## src/rtl/seq_pattern_gen_if.sv

```systemverilog
`default_nettype none
// ============================================================================
// Module      : seq_pattern_gen_if
// Description : Request / serial-output bundle for seq_pattern_gen.
//               master = requester (drives start and the pattern fields),
//               slave  = generator (drives the serial stream and status).
//               The repeat count is carried on 'repeats' because 'repeat'
//               is a reserved word.
// Revision    : 1.0 - initial release
// ============================================================================
interface seq_pattern_gen_if #(
    parameter int PAT_W = 8,
    parameter int LEN_W = 4,
    parameter int REP_W = 4
);
    logic             start;
    logic [PAT_W-1:0] pattern;
    logic [LEN_W-1:0] length;
    logic [REP_W-1:0] repeats;
    logic             out;
    logic             out_valid;
    logic             busy;
    logic             done;

    modport master (
        output start, pattern, length, repeats,
        input  out, out_valid, busy, done
    );

    modport slave (
        input  start, pattern, length, repeats,
        output out, out_valid, busy, done
    );
endinterface
`default_nettype wire

```

## src/rtl/seq_pattern_gen.sv

```systemverilog
`default_nettype none
// ============================================================================
// Module      : seq_pattern_gen
// Description : Serial bit-pattern transmitter. Captures pattern/length/
//               repeat on a start pulse in IDLE and emits the pattern
//               MSB-first, one bit per clk, repeated back-to-back.
//               Optional feature macro SEQ_GEN_PARITY_EN appends an
//               even-parity bit after every pass.
// Revision    : 1.0 - initial release
// ============================================================================
module seq_pattern_gen #(
    parameter int PAT_W = 8,
    parameter int LEN_W = 4,
    parameter int REP_W = 4
) (
    input  wire logic           clk,
    input  wire logic           reset,
    seq_pattern_gen_if.slave    sig
);
    localparam int CNT_W = $clog2(PAT_W + 1);
    localparam logic [CNT_W-1:0] C_PAT_W = CNT_W'(PAT_W);

    localparam logic [1:0] S_IDLE   = 2'd0;
    localparam logic [1:0] S_SEND   = 2'd1;
    localparam logic [1:0] S_FINISH = 2'd2;
`ifdef SEQ_GEN_PARITY_EN
    localparam logic [1:0] S_PARITY = 2'd3;
`endif

    logic [1:0]       r_state;
    logic [PAT_W-1:0] r_pat;       // captured pattern, MSB-aligned
    logic [PAT_W-1:0] r_shift;     // bits still to send in this pass
    logic [CNT_W-1:0] r_len;
    logic [CNT_W-1:0] r_bit_cnt;   // bits remaining after the one on 'out'
    logic [REP_W-1:0] r_rep_cnt;
    logic             r_out;
    logic             r_out_valid;
    logic             r_busy;
    logic             r_done;
`ifdef SEQ_GEN_PARITY_EN
    logic             r_parity;
`endif

    logic [CNT_W-1:0] w_len;
    logic [PAT_W-1:0] w_aligned;
    logic             w_pass_end;

    // Clamp the requested length and left-align the pattern so the first
    // bit to send always sits in the MSB.
    always_comb begin
        w_len = C_PAT_W;
        if (sig.length != '0 && sig.length <= LEN_W'(PAT_W))
            w_len = CNT_W'(sig.length);
        w_aligned = sig.pattern << (C_PAT_W - w_len);
    end

    // A pass ends on the cycle carrying its final bit (the parity bit when
    // parity is enabled).
    always_comb begin
`ifdef SEQ_GEN_PARITY_EN
        w_pass_end = (r_state == S_PARITY);
`else
        w_pass_end = (r_state == S_SEND) && (r_bit_cnt == '0);
`endif
    end

    // Main sequencer; the end-of-pass block after the case overrides the
    // per-state assignments to either reload the next pass or finish.
    always_ff @(posedge clk) begin
        if (reset) begin
            r_state     <= S_IDLE;
            r_pat       <= '0;
            r_shift     <= '0;
            r_len       <= '0;
            r_bit_cnt   <= '0;
            r_rep_cnt   <= '0;
            r_out       <= 1'b0;
            r_out_valid <= 1'b0;
            r_busy      <= 1'b0;
            r_done      <= 1'b0;
`ifdef SEQ_GEN_PARITY_EN
            r_parity    <= 1'b0;
`endif
        end else begin
            case (r_state)
                S_IDLE: begin
                    r_out       <= 1'b0;
                    r_out_valid <= 1'b0;
                    r_busy      <= 1'b0;
                    r_done      <= 1'b0;
                    if (sig.start) begin
                        r_pat       <= w_aligned;
                        r_len       <= w_len;
                        r_rep_cnt   <= sig.repeats;
                        r_shift     <= w_aligned << 1;
                        r_bit_cnt   <= w_len - 1'b1;
                        r_out       <= w_aligned[PAT_W-1];
                        r_out_valid <= 1'b1;
                        r_busy      <= 1'b1;
                        r_state     <= S_SEND;
`ifdef SEQ_GEN_PARITY_EN
                        r_parity    <= ^w_aligned;
`endif
                    end
                end
                S_SEND: begin
                    if (r_bit_cnt != '0) begin
                        r_out     <= r_shift[PAT_W-1];
                        r_shift   <= r_shift << 1;
                        r_bit_cnt <= r_bit_cnt - 1'b1;
                    end
`ifdef SEQ_GEN_PARITY_EN
                    else begin
                        r_out   <= r_parity;
                        r_state <= S_PARITY;
                    end
`endif
                end
`ifdef SEQ_GEN_PARITY_EN
                S_PARITY: begin
                    r_out <= r_parity;
                end
`endif
                S_FINISH: begin
                    r_done  <= 1'b0;
                    r_busy  <= 1'b0;
                    r_state <= S_IDLE;
                end
                default: begin
                    r_state <= S_IDLE;
                end
            endcase

            if (w_pass_end) begin
                if (r_rep_cnt != '0) begin
                    r_shift     <= r_pat << 1;
                    r_out       <= r_pat[PAT_W-1];
                    r_out_valid <= 1'b1;
                    r_bit_cnt   <= r_len - 1'b1;
                    r_rep_cnt   <= r_rep_cnt - 1'b1;
                    r_state     <= S_SEND;
                end else begin
                    r_out       <= 1'b0;
                    r_out_valid <= 1'b0;
                    r_done      <= 1'b1;
                    r_state     <= S_FINISH;
                end
            end
        end
    end

    assign sig.out       = r_out;
    assign sig.out_valid = r_out_valid;
    assign sig.busy      = r_busy;
    assign sig.done      = r_done;
endmodule
`default_nettype wire

```

## src/flat_wrapper.sv

```systemverilog
// flat-port wrapper written by rule: the top's interface ports become plain ports
module seq_pattern_gen_flat 
#(
    parameter int PAT_W = 8,
    parameter int LEN_W = 4,
    parameter int REP_W = 4
)
  (clk, reset, sig_start, sig_pattern, sig_length, sig_repeats, sig_out, sig_out_valid, sig_busy, sig_done);
  seq_pattern_gen_if #(.PAT_W(PAT_W), .LEN_W(LEN_W), .REP_W(REP_W)) sig_i ();
  input  wire logic clk;
  input  wire logic reset;
  input wire logic [$bits(sig_i.start)-1:0] sig_start;
  input wire logic [$bits(sig_i.pattern)-1:0] sig_pattern;
  input wire logic [$bits(sig_i.length)-1:0] sig_length;
  input wire logic [$bits(sig_i.repeats)-1:0] sig_repeats;
  output wire logic [$bits(sig_i.out)-1:0] sig_out;
  output wire logic [$bits(sig_i.out_valid)-1:0] sig_out_valid;
  output wire logic [$bits(sig_i.busy)-1:0] sig_busy;
  output wire logic [$bits(sig_i.done)-1:0] sig_done;
  assign sig_i.start = sig_start;
  assign sig_i.pattern = sig_pattern;
  assign sig_i.length = sig_length;
  assign sig_i.repeats = sig_repeats;
  assign sig_out = sig_i.out;
  assign sig_out_valid = sig_i.out_valid;
  assign sig_busy = sig_i.busy;
  assign sig_done = sig_i.done;
  seq_pattern_gen #(.PAT_W(PAT_W), .LEN_W(LEN_W), .REP_W(REP_W)) u_core (.clk(clk), .reset(reset), .sig(sig_i));
endmodule
```

## config.mk

```make
export PLATFORM = sky130hd
export DESIGN_NAME = seq_pattern_gen_flat
export DESIGN_NICKNAME = d
export VERILOG_FILES = /design/src/rtl/seq_pattern_gen_if.sv /design/src/rtl/seq_pattern_gen.sv /design/src/flat_wrapper.sv
export SDC_FILE = /design/constraint.sdc
export NUM_CORES = 1
export LEC_CHECK = 0
export ABC_CLOCK_PERIOD_IN_PS = 2850
export CELL_PAD_IN_SITES_DETAIL_PLACEMENT = 0
export CELL_PAD_IN_SITES_GLOBAL_PLACEMENT = 1
export CORE_ASPECT_RATIO = 1.25
export CORE_MARGIN = 5
export CORE_UTILIZATION = 41
export DETAILED_ROUTE_END_ITERATION = 8
export GPL_TIMING_DRIVEN = 0
export MAX_ROUTING_LAYER = met4
export PLACE_DENSITY_LB_ADDON = 0.1
export SETUP_SLACK_MARGIN = 0.2
export SYNTH_ARGS = -nofsm -noshare
export SYNTH_HDL_FRONTEND = slang
export SYNTH_SLANG_ARGS = --single-unit
export TNS_END_PERCENT = 10
```

## constraint.sdc

```tcl
create_clock -name clk -period 2.85 [get_ports clk]
set_input_delay 0.285 -clock clk [delete_from_list [all_inputs] [get_ports clk]]
set_output_delay 0.285 -clock clk [all_outputs]
set_load 0.01 [all_outputs]
```

==> impl_metrics.csv <==
group,metric,value,unit
global_routing,grt_pass1_wl,8.280,mm
power,p_leak,0.8799,nW
route,wirelength,4.983,mm
power,p_seq_frac,0.387,
yosys,synthAdderAreaFrac,0.02667,
power,p_int,1.019,mW
timing,maxSlewViolCount,0,
worst_setup_path,arrival,2.55,ns
yosys,synth_top_family_by_area,"compound AO/OA/AOI/OAI gates",
yosys,ys_ff_latch,34,
final_layout,utilization,0.5163,
floorplanning,core_area,4425,um2
floorplanning,die_width,70.52,um
worst_setup_path,r2r-start,"u_core.r_bit_cnt[0]$_SDFF_PP0_",
route,vias_per_cell,5.674,
min_path,hp-class,"input pin to flop",
yosys,synth-xor-area-share,0.02733,
final_layout,stdcell_count,307,
final_layout,final_cell_area,2285,um2
job,drv_cap,0,
route,first_pass_iters,4,
worst_setup_path,worstSetupEndpointType,"flop",
timing,rsz0062_at_grt,"no",
timing,finalCritPeriodShare,0.8208,
worst_setup_path,cp-endpoint,"u_core.r_shift[7]$_SDFF_PP0_",
worst_setup_path,slowest_stage,"or4bb_1",
power,power.net_switching,517.2,uW
route,wire_per_inst,16.23,um
power,power_density,672.5,nW/um2
yosys,synth_top_area_share,0.3627,
yosys,synth-edff-count,0,
power,ir_drop,0.2523,mV
placed_design,hpwl,3.590,mm
route,ant_nets,0,
final_layout,nFillCells,452,
global_routing,grt_max_degree,12,
yosys,yosys_warnings,0,
clock_network,cts_tree,"done",
yosys,yosys.area_share.simple,0.2173,
global_routing,grt_pass1_vias,1629,
worst_setup_path,reg2reg_to,"u_core.r_shift[3]$_SDFF_PP0_",
final_layout,area_delta_synth_final,21.73,%
yosys,async_reset_ff_frac,0,
route,num_vias,1742,
yosys,yosysUniqueCellTypes,50,
worst_setup_path,crit_required,3.06,ns
final_layout,antenna_cells,0,
floorplanning,num_io_pins,23,
final_layout,ff_latch_area,680.7,um2
placed_design,gp_congestion,0.7691,
clock_network,post_cts_buffers,0,
yosys,syn-num-nets,242,
yosys,netlist_instances,219,
timing,setup_viol,0,
timing,hold_viol,0,
timing,max_freq,427.5,MHz
clock_network,clock-sinks,34,
placed_design,dp_cells,299,
clock_network,cts_made_buffers,5,
worst_setup_path,crit_start,"sig_length[0]",
worst_setup_path,r2r_slack,0.58,ns
floorplanning,num_rows,27,
clock_network,clk_latency,0.29,ns
final_layout,drive_gt1_frac,0.09639,
timing,fin_crit,2.339,ns
floorplanning,die_area,6039,um2
final_layout,finalNetCount,271,
yosys,seq_area_frac_synth,0.3627,
clock_network,path_clk_slew,0.08,ns
timing,worst_pin_slew,0.7641,ns
power,power_frac_clock,0.287,
worst_setup_path,path_depth,10,
route,drcViolationCount,0,
power,switching_share,0.3366,
final_layout,multi_input_area,1092,um2
route,first_iter_violations,101,
global_routing,antenna_found_initial,0,
yosys,synth_compound_area_frac,0.2300,
worst_setup_path,crit_family,"simple AND/OR/NAND/NOR gates",
worst_setup_path,crit_chain,"dlymetal6s2s_1, nor2b_2, buf_6, inv_1, ha_1, or4bb_1, o21ai_0, mux2_2, nand2_1, a311oi_1",
worst_setup_path,ff2ff_path_depth,7,
worst_setup_path,critical_path_class,"input pin to flop",
worst_setup_path,start_kind,"input pin",
clock_network,h-tree-depth,2,
floorplanning,initial_utilization,0.4241,
yosys,synth_area_leaders,"dfxtp_1 (36%), nor2_1 (4.8%), a21oi_1 (4.5%)",
yosys,syn-cell-area,1877,um2
yosys,syn_area_per_cell,8.570,um2
status,status,"finished, final reports clean",
global_routing,grt_overflow,0,
timing,fin_setup_tns,0,ns
placed_design,port_buffers,22,
yosys,synth_ff_type,"dfxtp_1",
worst_setup_path,crit_path_max_incr_delay,0.49,ns
clock_network,ctsLongestPathBuffers,2,
floorplanning,dieHeight,85.65,um
global_routing,grt_util_all_layers,0.1790,
timing,relSlewSlack,0.4883,
yosys,synth_top_area_cell,"dfxtp_1",
power,power,1.536,mW
worst_setup_path,path_max_fanout,10,
placed_design,dpl_cell_area,2170,um2
worst_setup_path,path_buf_inv,3,
timing,finalClockSkew,0.008973,ns
clock_network,ctsRootBufferMaster,"clkbuf_8",
power,power_frac_comb,0.326,
yosys,synthMuxAreaShare,0.08067,
cell type report:
class                   instances  share of cell area
clock buffers                   5             0.03012
repair buffers                 22             0.09858
flip-flops and latches         34              0.2979
well taps                      58             0.03176
clock inverters                 3             0.01752
multi-input cells             160              0.4781
plain buffers                  11             0.02245
inverters                      14             0.02355
synth_stat cells (all sizes together) (5+ instances only):
library cell   n
o21ai         10
mux2i          8
a311oi         5
inv           13
a211oi         8
clkbuf         8
a21oi         17
dfxtp         34
nand2         17
nor2b          6
nor2          24
nor3           6
a221oi         5
and3           6
per-stage QoR:
step / hold slack (ns) / setup WS [ns]
global route: 0.4751 / 0.3719
finish: 0.4407 / 0.5108
detailed placement: 0.4516 / -0.1705
floorplan: 0.3760 / 0.7451
global placement: 0.4435 / -0.1830
CTS: 0.4615 / 0.1286
registers in the layout, summed over array words and instances (netlist names):
signal / flops
u_core.sig.busy: 1
u_core.r_len: 4
u_core.r_pat: 8
u_core.sig.out_valid: 1
u_core.sig.out: 1
u_core.r_bit_cnt: 4
u_core.r_shift: 8
u_core.sig.done: 1
u_core.r_rep_cnt: 4
u_core.r_state: 2
logic make-up (layout without fill, tap and decap cells):
family,Yosys count,in the layout
AND/OR/NAND/NOR,76,76
AO/OA/AOI/OAI,63,63
flip-flops,34,34
buffers and inverters,25,55
multiplexers,12,12
XOR/XNOR,5,5
adder cells (fa/ha/maj),4,4
worst register-to-register path, stage by stage (launching register included):
cell and delay, ns:
dfxtp_1 0.34, inv_1 0.06, ha_1 0.18, nor3b_1 0.43, and3_1 0.29, clkbuf_1 0.46
o21ai_0 0.17, a311oi_1 0.27
repair_timing:
item                       CTS  global route
hold buffers                 0             0
pin swaps                    0             0
gates resized for setup      1             2
setup endpoints to repair    2             4
power by group through the flow:
| stage | Combinational [mW] | Clock [mW] | Sequential, mW |
|---|---|---|---|
| after global placement | 0.501 | 0 | 0.603 |
| after global routing | 0.560 | 0.466 | 0.602 |
| after CTS | 0.503 | 0.445 | 0.593 |
| final | 0.501 | 0.441 | 0.594 |
| after detailed placement | 0.500 | 0 | 0.604 |
| after floorplan | 0.349 | 0 | 0.595 |
cells in the final DEF (no fill, tap or decap), types with 8 or more instances in the layout:
cell type	Yosys	final
dfxtp_1	34	34
nor2_1	24	24
clkdlybuf4s50_1	0	20
nand2_1	17	17
a21oi_1	17	17
inv_1	13	13
o21ai_0	10	10
mux2i_1	8	8
clkbuf_1	8	8
a211oi_1	8	8
worst min-delay path by stage:
stage / start / endpoint / slack, ns / depth (start not counted)
2_1_floorplan: reset / u_core.r_state[1]$_SDFFE_PP0P_ / 0.38 / 1
3_3_place_gp: u_core.r_pat[5]$_SDFFE_PP0P_ / u_core.r_pat[5]$_SDFFE_PP0P_ / 0.44 / 2
3_5_place_dp: u_core.r_pat[0]$_SDFFE_PP0P_ / u_core.r_pat[0]$_SDFFE_PP0P_ / 0.45 / 2
4_1_cts: u_core.r_pat[5]$_SDFFE_PP0P_ / u_core.r_pat[5]$_SDFFE_PP0P_ / 0.46 / 2
5_1_grt: u_core.sig.busy$_SDFFE_PP0P_ / u_core.sig.busy$_SDFFE_PP0P_ / 0.48 / 2
6_report: sig_length[3] / u_core.r_len[3]$_SDFFE_PP0P_ / 0.44 / 3
per-layer routing:
layer | global-route usage | share of wire | vias up
li1 | - | - | 874
met1 | 0.2117 | 0.45 | 829
met2 | 0.2990 | 0.49 | 34
met3 | 0.03869 | 0.045 | 5
met4 | 0.06272 | 0.013 | 0
met5 | - | 0 | -
Power figures use the tool's default switching activity.
